===== config.mk =====
export PLATFORM = sky130hd
export DESIGN_NAME = xilinx_sp_bram_arbiter
export DESIGN_NICKNAME = d
export VERILOG_FILES = /design/src/rtl/xilinx_primitive_pkg.sv /design/src/rtl/xilinx_rr_arbiter.sv /design/src/rtl/xilinx_sp_bram_arbiter.sv
export SDC_FILE = /design/constraint.sdc
export NUM_CORES = 1
export LEC_CHECK = 0
export CELL_PAD_IN_SITES_DETAIL_PLACEMENT = 1
export CELL_PAD_IN_SITES_GLOBAL_PLACEMENT = 2
export CORE_MARGIN = 3
export CORE_UTILIZATION = 17
export CTS_BUF_LIST = sky130_fd_sc_hd__clkbuf_4 sky130_fd_sc_hd__clkbuf_8
export DETAILED_ROUTE_END_ITERATION = 10
export PLACE_DENSITY_LB_ADDON = 0.1
export SLEW_MARGIN = 0
export SYNTH_ARGS = -nofsm -noshare
export SYNTH_HDL_FRONTEND = slang
export SYNTH_HIERARCHICAL = 1
export SYNTH_SLANG_ARGS = --single-unit

===== constraint.sdc =====
create_clock -name clk -period 2.7 [get_ports clk]
set_input_delay 0.54 -clock clk [delete_from_list [all_inputs] [get_ports clk]]
set_output_delay 0.54 -clock clk [all_outputs]
set_load 0.05 [all_outputs]

===== src/rtl/xilinx_primitive_pkg.sv =====
// Shared types and constants for the single-port BRAM arbiter.
//   MAX_REQ     : upper bound on requester count (sets tag id width)
//   rd_tag_t    : in-flight read tag {vld, id}
//   rd_latency  : BRAM read latency in cycles for a given DO_REG setting
package xilinx_primitive_pkg;

    localparam int unsigned MAX_REQ     = 16;
    localparam int unsigned TAG_ID_W    = $clog2(MAX_REQ);
    localparam int unsigned BRAM_ADDR_W = 15;
    localparam int unsigned BRAM_WE_W   = 8;

    typedef struct packed {
        logic                vld;
        logic [TAG_ID_W-1:0] id;
    } rd_tag_t;

    function automatic int unsigned rd_latency(input int unsigned do_reg);
        return 32'd1 + do_reg;
    endfunction

endpackage


===== src/rtl/xilinx_rr_arbiter.sv =====
// Round-robin arbiter with an internal rotating priority pointer.
//   clk, rst_n  : clock, async active-low reset
//   req         : per-requester request
//   advance     : a grant was taken this cycle; move pointer past the winner
//   gnt_c       : one-hot grant (combinational), zero when no request
//   gnt_idx_c   : index of the granted requester (combinational)
module xilinx_rr_arbiter #(
    parameter int unsigned NUM_REQ = 4,
    localparam int unsigned IDX_W  = (NUM_REQ > 1) ? $clog2(NUM_REQ) : 1
) (
    input  logic               clk,
    input  logic               rst_n,
    input  logic [NUM_REQ-1:0] req,
    input  logic               advance,
    output logic [NUM_REQ-1:0] gnt_c,
    output logic [IDX_W-1:0]   gnt_idx_c
);

    logic [IDX_W-1:0] ptr_q;
    logic             found_c;
    int unsigned      cand_c;

    // First requesting index at or after the pointer, wrapping around.
    always_comb begin
        gnt_idx_c = '0;
        found_c   = 1'b0;
        cand_c    = 0;
        for (int unsigned i = 0; i < NUM_REQ; i++) begin
            cand_c = (32'(ptr_q) + i) % NUM_REQ;
            if (!found_c && req[IDX_W'(cand_c)]) begin
                found_c   = 1'b1;
                gnt_idx_c = IDX_W'(cand_c);
            end
        end
        gnt_c = found_c ? (NUM_REQ'(1) << gnt_idx_c) : '0;
    end

    // Pointer moves only when a grant is actually taken.
    always_ff @(posedge clk or negedge rst_n) begin
        if (!rst_n) begin
            ptr_q <= '0;
        end else if (advance && found_c) begin
            ptr_q <= IDX_W'((32'(gnt_idx_c) + 32'd1) % NUM_REQ);
        end
    end

endmodule


===== src/rtl/xilinx_sp_bram_arbiter.sv =====
// Shares one single-port BRAM between NUM_REQ requesters.
// One access is issued per cycle; reads are tagged and their data is steered
// back to the issuing requester after the BRAM latency (1 + DO_REG).
//   clk, rst_n            : clock, async active-low reset
//   req_valid/req_ready   : per-requester handshake (ready is the one-hot grant)
//   req_wr/be/addr/wdata  : packed per-requester request payload
//   rsp_valid/rsp_data    : one-hot read response strobe, shared data bus
//   bram_en/we/addr/di    : registered BRAM port drive
//   bram_regce            : output-register enable (only used when DO_REG=1)
//   bram_do               : BRAM read data
module xilinx_sp_bram_arbiter
    import xilinx_primitive_pkg::*;
#(
    parameter int unsigned NUM_REQ    = 4,
    parameter int unsigned ADDR_WIDTH = 10,
    parameter int unsigned DATA_WIDTH = 36,
    parameter int unsigned WE_WIDTH   = 4,
    parameter int unsigned DO_REG     = 0
) (
    input  logic                           clk,
    input  logic                           rst_n,
    input  logic [NUM_REQ-1:0]             req_valid,
    output logic [NUM_REQ-1:0]             req_ready,
    input  logic [NUM_REQ-1:0]             req_wr,
    input  logic [NUM_REQ*WE_WIDTH-1:0]    req_be,
    input  logic [NUM_REQ*ADDR_WIDTH-1:0]  req_addr,
    input  logic [NUM_REQ*DATA_WIDTH-1:0]  req_wdata,
    output logic [NUM_REQ-1:0]             rsp_valid,
    output logic [DATA_WIDTH-1:0]          rsp_data,
    output logic                           bram_en,
    output logic [BRAM_WE_W-1:0]           bram_we,
    output logic [BRAM_ADDR_W-1:0]         bram_addr,
    output logic [DATA_WIDTH-1:0]          bram_di,
    output logic                           bram_regce,
    input  logic [DATA_WIDTH-1:0]          bram_do
);

    localparam int unsigned IDX_W  = (NUM_REQ > 1) ? $clog2(NUM_REQ) : 1;
    localparam int unsigned RD_LAT = rd_latency(DO_REG);
    localparam int unsigned TAG_W  = $bits(rd_tag_t);

    logic [NUM_REQ-1:0]    gnt_c;
    logic [IDX_W-1:0]      gnt_idx_c;
    logic                  accept_c;
    logic                  sel_wr_c;
    logic [WE_WIDTH-1:0]   sel_be_c;
    logic [ADDR_WIDTH-1:0] sel_addr_c;
    logic [DATA_WIDTH-1:0] sel_wdata_c;
    rd_tag_t               tag_in_c;
    rd_tag_t [RD_LAT-1:0]  tag_q;

    xilinx_rr_arbiter #(
        .NUM_REQ (NUM_REQ)
    ) u_arb (
        .clk       (clk),
        .rst_n     (rst_n),
        .req       (req_valid),
        .advance   (accept_c),
        .gnt_c     (gnt_c),
        .gnt_idx_c (gnt_idx_c)
    );

    // No grants while reset is asserted, even if requesters hold valid.
    assign req_ready = gnt_c & {NUM_REQ{rst_n}};
    assign accept_c  = |req_ready;

    // Read data is a straight passthrough; rsp_valid qualifies it.
    assign rsp_data  = bram_do;

    // Payload of the granted requester.
    always_comb begin
        sel_wr_c    = req_wr[gnt_idx_c];
        sel_be_c    = req_be[32'(gnt_idx_c)*WE_WIDTH +: WE_WIDTH];
        sel_addr_c  = req_addr[32'(gnt_idx_c)*ADDR_WIDTH +: ADDR_WIDTH];
        sel_wdata_c = req_wdata[32'(gnt_idx_c)*DATA_WIDTH +: DATA_WIDTH];
        tag_in_c.vld = accept_c && !sel_wr_c;
        tag_in_c.id  = TAG_ID_W'(gnt_idx_c);
    end

    // Issue register: the accepted request drives the BRAM port next cycle.
    always_ff @(posedge clk or negedge rst_n) begin
        if (!rst_n) begin
            bram_en   <= 1'b0;
            bram_we   <= '0;
            bram_addr <= '0;
            bram_di   <= '0;
        end else begin
            bram_en <= accept_c;
            bram_we <= (accept_c && sel_wr_c) ? BRAM_WE_W'(sel_be_c) : '0;
            if (accept_c) begin
                bram_addr <= BRAM_ADDR_W'(sel_addr_c);
                bram_di   <= sel_wdata_c;
            end
        end
    end

    // Read tag shift register; index 0 is aligned with the issue cycle.
    always_ff @(posedge clk or negedge rst_n) begin
        if (!rst_n) begin
            tag_q <= '0;
        end else begin
            tag_q <= (RD_LAT*TAG_W)'({tag_q, tag_in_c});
        end
    end

    // Response strobe lines up with the cycle bram_do carries the read data;
    // regce fires the cycle the read sits in the second stage.
    always_ff @(posedge clk or negedge rst_n) begin
        if (!rst_n) begin
            rsp_valid  <= '0;
            bram_regce <= 1'b0;
        end else begin
            rsp_valid  <= tag_q[RD_LAT-1].vld ? (NUM_REQ'(1) << tag_q[RD_LAT-1].id) : '0;
            bram_regce <= (DO_REG != 0) && tag_q[0].vld;
        end
    end

endmodule

==> flow_summary.toml <==
[clock_tree]
htreeDepth = 3
cts_buffers = 9
cts_tree = "done"
clock-sinks = 60
clock-root-buffer = "clkbuf_8"
clk_pin_slew_ns = 0.07
cts_buffer_depth = 2
insertion_delay_ns = 0.34

[timing]
rsz0062_at_grt = "true"
fin_ws_ns = 0.0187
post-route-min-period_ns = 2.68
relSlewSlack_pct = 47.7
finalSetupViolCount = 0
slew_violations = 0
clock.fmax_mhz = 373
layout_worst_path_cycle_share_pct = 99.3
finClkSkew_ns = 0.00850
worst_pin_slew_ns = 0.784
finalHoldViolations = 0

[floorplanning]
die_y_um = 164
placement_rows = 57
die_area_um2 = 26800
num_io_pins = 351
core_um2 = 24400
fp.dieW_um = 164
start_util_pct = 17.3

[layout]
area_growth_pct = 76.0
n_antenna_cell = 0
num-nets-final = 760
drive_gt1_share_pct = 33.0
fin_area_um2 = 7430
stdcell_count = 839

[setup_path]
cp_cell_sequence = "or3b_4, o221ai_4, inv_4, ha_4, and2b_2, o41a_4, buf_12, nand2b_4, mux2_4"
worstPathArrival_ns = 2.91
cpPeakStageDelay_ns = 0.60
cp_slowest_cell = "o41a_4"
critPathKind = "register to register"
cp-start-kind = "register"
end_kind = "register"
path_delay_family = "simple AND/OR/NAND/NOR gates"
crit_fanout = 7
worstPathRequired_ns = 2.93
crit_buf_inv = 2

[power]
p_total_mw = 7.60
leakagePower_nw = 2.95
power_density_nw_per_um2 = 1020
peakVddDrop_mv = 0.455

[route]
initialDrtViolationCount = 75
drt.antenna.violating_nets = 0
drt-pass1-iter-count = 4
wl_um = 16100
vias_per_cell = 3.83
routed-via-count = 3213
drc = 0
wl_per_cell_um = 19.2

[global_routing]
grt-ovfl-total = 0
grt_pass1_vias = 3631
grt_max_degree = 59
grt_antenna_before_repair = 0
grt_pass1_wl_um = 22500
grt_util_all_layers_pct = 11.3

[logic_synthesis]
synth_warnings = 6
synthArstFlopShare_pct = 100
synth_ff_type = "dfrtp_1"
synth_area_um2 = 4220
syn_avg_cell_area_um2 = 16.2
ys_ff_latch = 60
ys_types = 31
yosysMostFrequentCell = "dfrtp_1"
synthTopCellsByCount = "60 x dfrtp_1, 50 x mux4_2, 48 x mux2_4"
synth.area.top_cells = "dfrtp_1 36%, mux4_2 27%, mux2_4 17%"
synth_edf_count = 0
synth_seq_area_share_pct = 35.5
synth_area_leader_cell = "dfrtp_1"
synth_cells = 260
synth_top_area_share_pct = 35.5

[place]
hpwlAfterDp_um = 12500
io_buffers = 268
dp_worst_setup_slack_ns = -0.590
post_dp_cell_area_um2 = 6990
placed_cells = 814
place_congestion = 0.736

[run_status]
status = "finished clean"

[hold_path]
hp-class = "register to register"

[job]
maxCapViolations = 0
-- final cells by class --
| cell class | instances | area (um^2) |
|---|---|---|
| fill | 2622 | 17000 |
| timing repair buffer | 294 | 3000 |
| multi-input combinational | 143 | 2320 |
| sequential | 60 | 1500 |
| tap | 324 | 405 |
| clock buffer | 15 | 188 |
| inverter | 2 | 10.0 |
| clock inverter | 1 | 5.00 |
-- metrics by stage --
step           TNS [ns]  hold slack [ns]  utilization (%)
6_report              0            0.461             30.5
5_1_grt           -1.44            0.489             30.5
4_1_cts               0            0.464             29.6
3_5_place_dp     -27.70            0.360             28.7
3_3_place_gp     -24.26            0.358             28.7
2_1_floorplan         0            0.244                -
-- what timing repair did --
item / 4_1_cts / 5_1_grt
pin swaps: 1 / 5
setup buffers: 1 / 6
endpoints found under the hold margin: 2 / 0
hold buffers: 1 / 0
resized for setup: 11 / 24
cloned: 0 / 3
endpoints found under the setup margin: 52 / 50
-- power breakdown --
group,internal (mW),switching (mW)
Combinational,2.53,2.72
Sequential,1.33,0.235
Clock,0.439,0.353
Total,4.29,3.31
-- per-layer routing --
metal | vias to the layer above | wire [um] | global-route usage, %
met5 | - | 0 | 0
met4 | 0 | 263 | 3.54
met3 | 28 | 1100 | 3.55
met2 | 139 | 8460 | 20.1
met1 | 1600 | 6290 | 12.9
li1 | 1446 | - | -
-- kinds of logic after synthesis --
group | synth area share, %
other | 0.0888
and+or+nand+nor | 3.85
AOI/OAI and AO/OA | 1.57
muxes | 44.6
adders and majority gates | 1.18
DFF | 35.5
buffers and inverters | 13.2
-- flip-flops by register name, summed over array words and instances (netlist names) --
name,count
bram_en,1
bram_addr,10
tag_q,3
bram_di,36
rsp_valid,4
bram_we,4
u_arb/ptr_q,2
-- cell usage in the layout (no fill, tap or decap), drive strengths merged --
cell / netlist / final
and2: 4 / 4
o22ai: 1 / 1
nor4: 1 / 1
clkinv: 0 / 1
or3b: 1 / 1
nor2: 1 / 1
clkdlybuf4s50: 0 / 259
mux2i: 1 / 1
dlygate4sd3: 0 / 1
and2b: 3 / 3
a21oi: 2 / 2
o221ai: 1 / 1
clkbuf: 0 / 20
a21boi: 1 / 1
ha: 4 / 4
inv: 2 / 2
o22a: 1 / 1
buf: 64 / 27
nand2b: 1 / 1
mux2: 48 / 48
o41a: 1 / 1
o21a: 1 / 1
conb: 1 / 10
nand2: 1 / 1
and3b: 1 / 1
nor2b: 2 / 2
and3: 5 / 5
dfrtp: 60 / 60
mux4: 51 / 51
dlygate4sd2: 0 / 2
nor3b: 1 / 1
-- final timing paths --
check | slack, ns | start | cells past startpoint | end
max | 0.02 | u_arb/ptr_q[1] | 9 | u_arb/ptr_q[1]
min | 0.46 | tag_q[1] | 1 | rsp_valid[1]
max reg2reg | 0.02 | u_arb/ptr_q[1] | 9 | u_arb/ptr_q[1]
min reg2reg | 0.46 | tag_q[1] | 1 | rsp_valid[1]
max in group asynchronous | 1.09 | rst_n | 3 | bram_di[23]
min in group asynchronous | 0.63 | rst_n | 2 | u_arb/ptr_q[0]
No activity file was read; power rests on OpenSTA's default activity.
